===== src/rtl/fetch_buffer.sv =====
// fetch_buffer: fetch-to-decode pipeline register with a one-entry skid so fetch sees a registered ready.
module fetch_buffer #(
    parameter int INSTR_WIDTH = 32,
    parameter int ADDR_WIDTH = 64,
    parameter logic [INSTR_WIDTH-1:0] NOP_INSTR = 32'h0000_0000
) (
    input  logic                   clk,
    input  logic                   rst,
    input  logic [INSTR_WIDTH-1:0] ninstr,
    input  logic [ADDR_WIDTH-1:0]  npc,
    input  logic                   nvalid,
    output logic                   nready,
    output logic [INSTR_WIDTH-1:0] instr,
    output logic [ADDR_WIDTH-1:0]  pc,
    output logic                   valid,
    input  logic                   ready,
    input  logic                   flush
);
    logic [INSTR_WIDTH-1:0] s_instr;
    logic [ADDR_WIDTH-1:0]  s_pc;
    logic                   s_valid;
    logic                   in_fire;
    logic                   slot_free;

    assign nready    = !s_valid;
    assign in_fire   = nvalid & nready;
    assign slot_free = !valid | ready;

    always_ff @(posedge clk) begin
        if (rst) begin
            valid   <= 1'b0;
            s_valid <= 1'b0;
            instr   <= NOP_INSTR;
            pc      <= '0;
            s_instr <= NOP_INSTR;
            s_pc    <= '0;
        end else if (flush) begin
            valid   <= 1'b0;
            s_valid <= 1'b0;
            instr   <= NOP_INSTR;
        end else if (slot_free) begin
            if (s_valid) begin
                instr   <= s_instr;
                pc      <= s_pc;
                valid   <= 1'b1;
                s_valid <= 1'b0;
            end else if (in_fire) begin
                instr <= ninstr;
                pc    <= npc;
                valid <= 1'b1;
            end else begin
                valid <= 1'b0;
                instr <= NOP_INSTR;
            end
        end else if (in_fire) begin
            s_instr <= ninstr;
            s_pc    <= npc;
            s_valid <= 1'b1;
        end
    end

    // the skid only ever fills behind an occupied output slot
    assert property (@(posedge clk) disable iff (rst) !(s_valid && !valid));
endmodule


===== config.mk =====
export PLATFORM = sky130hd
export DESIGN_NAME = fetch_buffer
export DESIGN_NICKNAME = d
export VERILOG_FILES = /design/src/rtl/fetch_buffer.sv
export SDC_FILE = /design/constraint.sdc
export NUM_CORES = 1
export LEC_CHECK = 0
export BUFFER_PORTS_ARGS = -buffer_cell sky130_fd_sc_hd__buf_2
export CAP_MARGIN = 20
export CORE_MARGIN = 5
export CORE_UTILIZATION = 40
export DETAILED_ROUTE_END_ITERATION = 6
export SYNTH_ARGS = -nofsm -noshare
export SYNTH_HDL_FRONTEND = slang
export SYNTH_SLANG_ARGS = --single-unit

===== constraint.sdc =====
create_clock -name clk -period 1.7 [get_ports clk]
set_input_delay 0.425 -clock clk [delete_from_list [all_inputs] [get_ports clk]]
set_output_delay 0.425 -clock clk [all_outputs]
set_load 0.05 [all_outputs]

### Word-level counts from Yosys, hierarchy flattened

Index checks and enable logic that the tools add are counted.

| word-level totals | value |
|---|---|
| register bits | 194 |
| bits of input ports | 101 |
| output and inout port bits | 98 |

| cells by class | value |
|---|---|
| muxes and demuxes | 6 |
| bitwise operators | 4 |
| reductions and logical operators | 7 |

Operators with widths:

| kind | count |
|---|---|
| $mux W64 | 2 |
| $mux W32 | 2 |
| $reduce_and A3 Y1 | 2 |
| $reduce_or A3 Y1 | 1 |
| $logic_not A1 Y1 | 2 |
| $mux W1 | 2 |
| $not A1 Y1 | 2 |
| $reduce_bool A2 Y1 | 1 |
| $reduce_or A2 Y1 | 1 |
| $and A1 B1 Y1 | 1 |
| $or A1 B1 Y1 | 1 |

### Logic depth before layout (Yosys ltp)

| logic depth | value |
|---|---|
| depth in word-level cells | 4 |
| mapped depth | 8 |

### Worst setup path before layout

OpenSTA, ideal clock, no wires.

| timing | value |
|---|---|
| path kind | register to register |
| start | register valid |
| end | register pc[13] |
| arrival | 1572 ps |
| data required time | 1563 ps |
| path slack | -9 ps |
| cell stages (with the launch flop) | 6 |
| path buffers | 2 |
| clock period less this slack | 1709 ps |
| cell sequence | dfxtp_1 > nor2b_1 > clkbuf_1 > nor3_2 > clkbuf_1 > a211oi_1 |

| on the way | value |
|---|---|
| cells in the longest elaborated chain, start to end | 3 |

Ends and longest elaborated chain:

| element | line | RTL |
|---|---|---|
| start, declared | 15 | `output logic valid,` |
| start signal, assigned | 31 | `valid <= 1'b0;` |
| start signal, assigned | 38 | `valid <= 1'b0;` |
| start signal, assigned | 45 | `valid <= 1'b1;` |
| $logic_not A1 Y1 | 27 | `assign slot_free = !valid \| ready;` |
| $or A1 B1 Y1 | 27 |  |
| $reduce_and A3 Y1 (no source line) | - |  |
| end signal, assigned | 44 | `pc <= s_pc;` |
| end signal, assigned | 49 | `pc <= npc;` |
| end, declared | 14 | `output logic [ADDR_WIDTH-1:0] pc,` |

No other way between the ends.
A chain may end at the register's enable or synchronous reset.

### Worst setup path in the final report

| timing | value |
|---|---|
| start | register s_valid |
| end | output nready |

| on the way | value |
|---|---|
| cells in the longest elaborated chain, start to end | 1 |

Ends and longest elaborated chain:

| element | line | RTL |
|---|---|---|
| start, declared | 21 | `logic s_valid;` |
| start signal, assigned | 32 | `s_valid <= 1'b0;` |
| start signal, assigned | 39 | `s_valid <= 1'b0;` |
| start signal, assigned | 46 | `s_valid <= 1'b0;` |
| $logic_not A1 Y1 | 25 | `assign nready = !s_valid;` |
| end, declared | 12 | `output logic nready,` |

No other way between the ends.

==> qor.yml <==
status: "finished clean"
max_freq_ghz: 0.6449
fin_nets: 1123
fin_skew_ns: 0.01114
drive_gt1_share_pct: 25.31
synth_cell_type_count: 19
max_stage_delay_ns: 0.46
yosysMostFrequentCell: "dfxtp_1"
grt_setup_unrepaired: "false"
port-buffer-count: 198
synth_area_per_cell_um2: 9.868
drtAntennaViolNets: 0
htree_num_levels: 4
syn2layout_area_growth_pct: 22.08
cts_tree: "done"
first_pass_iters: 4
place_congestion: 0.7056
synth_enable_flop_cells: 0
synth_area_leaders: "dfxtp_1 45%, mux2i_1 19%, nand2b_1 14%"
ios: 199
path_clk_slew_ns: 0.08
vias: 6755
synth_common_cells: "194 x dfxtp_1, 193 x nand2b_1, 160 x mux2i_1, 65 x a21oi_1, 64 x a211oi_1"
synth_fp_nets: 968
crit_path_start_kind: "flop"
gr-total-overflow: 0
die-area_um2: 24410
required_ns: 1.27
core-area_um2: 21020
ys_seq_area_share_pct: 45.39
async_flop_share_pct: 0
clkLatencyLatePin_ns: 0.43
cp_max_fo: 14
hold_ws_ns: 0.2590
antenna_found_initial: 2
p_per_area_nw_per_um2: 993.5
ys.flop_type: "dfxtp_1"
grt_pass1_vias: 6668
holdCritPathClass: "primary input to flop"
track_usage_pct: 17.28
utilization_pct: 49.69
yosysWarnings: 0
grt_pass1_wl_mm: 34.71
synth_top_area_share_pct: 45.39
crit_type: "flop to primary output"
slowest_stage: "dfxtp_4"
grt_start_max_net_pins: 103
num-fill-cells: 1995
drc: 0
synth_area_um2: 8556
clock_path_buffers: 2
final_max_slew_viol_count: 0
die_x_um: 156.3
worst_ir_drop_vdd_mv: 0.6095
placed_area_um2: 9832
p_leak_uw: 0.003954
arrival_ns: 1.13
cts.root.buffer_cell: "clkbuf_16"
ys_ff_latch: 194
tns_ns: 0
via_per_inst: 5.153
final_cell_area_um2: 10450
numClockSinks: 194
cp-end-kind: "primary output"
wirelength_mm: 21.79
post-route-period-util_pct: 91.22
post_cts_buffers: 0
setup_viol: 0
period_needed_ns: 1.551
wire_per_inst_um: 16.62
max_slew_margin_pct: 68.81
fp.dieH_um: 156.3
finalPower_uw: 10380
drt-initial-drc-count: 344
cp_num_buf_inv: 2
cts_inserted_buffers: 17
critical_path.cell_chain: "inv_1 -> buf_4"
dpl.hpwl_mm: 13.88
cp_top_family: "flip-flops"
initial_core_util_pct: 40.70
yosysTopAreaCell: "dfxtp_1"
maxCapViolations: 0
synth_cells: 867
rows: 53
hold_viol_final: 0
tightestPinTransition_ns: 0.4678
-- final cells by class --
cell class	count	area, µm²	share of cell area (%)
inverter	1	3.754	0.03594
multi-input combinational	586	4260	40.79
sequential	194	3889	37.23
tap	275	344.1	3.294
clock buffer	19	442.9	4.241
timing repair buffer	222	1330	12.73
antenna	1	2.502	0.02396
clock inverter	13	172.7	1.653
-- what timing repair did --
action,in CTS,in global routing
endpoints found under the setup margin,1,1
hold buffers,0,0
gates resized for setup,1,0
-- final timing paths --
check                              from               endpoint  slack [ns]  cells after the start
hold / removal                  npc[38]  s_pc[38]$_SDFFE_PP0P_        0.26                      3
setup / recovery   s_valid$_SDFFE_PP0N_                 nready        0.15                      2
setup reg to reg   s_valid$_SDFFE_PP0N_  s_pc[34]$_SDFFE_PP0P_        0.22                      5
hold reg to reg   s_pc[43]$_SDFFE_PP0P_  s_pc[43]$_SDFFE_PP0P_        0.47                      2
-- cells by family (layout without fill, tap and decap cells) --
family          Yosys count  in the layout  synth area share, %
simple gates            264            264                17.97
flops                   194            194                45.39
mux                     160            160                18.72
other cells               0              1                    0
buf+inv                  87            255                5.104
compound gates          162            162                12.81
-- worst register-to-register path: stages, from the launching register on --
cell	delay [ns]
dfxtp_4	0.41
nor2b_2	0.17
nor3b_4	0.23
buf_4	0.19
buf_12	0.20
mux2i_1	0.23
-- routing by layer --
layer | share of wire, % | global-route usage, % | vias up
met1 | 48 | 23.99 | 3206
met2 | 44 | 26.80 | 172
met3 | 6.8 | 4.287 | 18
li1 | - | - | 3355
met4 | 0.89 | 4.876 | 4
met5 | 0.087 | 0 | -
-- metrics by stage --
step | cells | setup WS (ns)
2_1_floorplan | 867 | 0.07181
3_3_place_gp | 1279 | 0.08899
3_5_place_dp | 1279 | 0.07775
4_1_cts | 1311 | 0.02143
5_1_grt | 1310 | 0.09354
6_report | 1311 | 0.1493
-- state kept, by name (all words and copies together) (netlist names) --
name	flops
instr	32
s_valid	1
valid	1
pc	64
s_pc	64
s_instr	32
-- power breakdown --
group          internal, µW  switching [µW]
clock network          2270            1890
registers              4690            83.1
logic                   484             956
-- cells in the final DEF, fill, tap and decap left out --
master / instances
clkinvlp_4: 1
diode_2: 1
a211oi_1: 64
or2_2: 1
buf_12: 12
a221oi_1: 32
clkinv_8: 1
clkbuf_8: 1
clkbuf_1: 1
nor3b_4: 1
o21ba_2: 1
bufinv_16: 2
dfxtp_4: 1
clkinv_4: 5
dfxtp_2: 1
buf_2: 196
clkbuf_16: 17
mux2i_1: 160
nor3_1: 33
dfxtp_1: 192
nand2b_4: 1
inv_1: 1
nor3_4: 1
nor2b_2: 2
nand2b_1: 192
inv_8: 4
buf_4: 13
buf_6: 1
a21oi_1: 65
nor2_1: 33
Note: power is estimated with default switching activity, not from simulation.
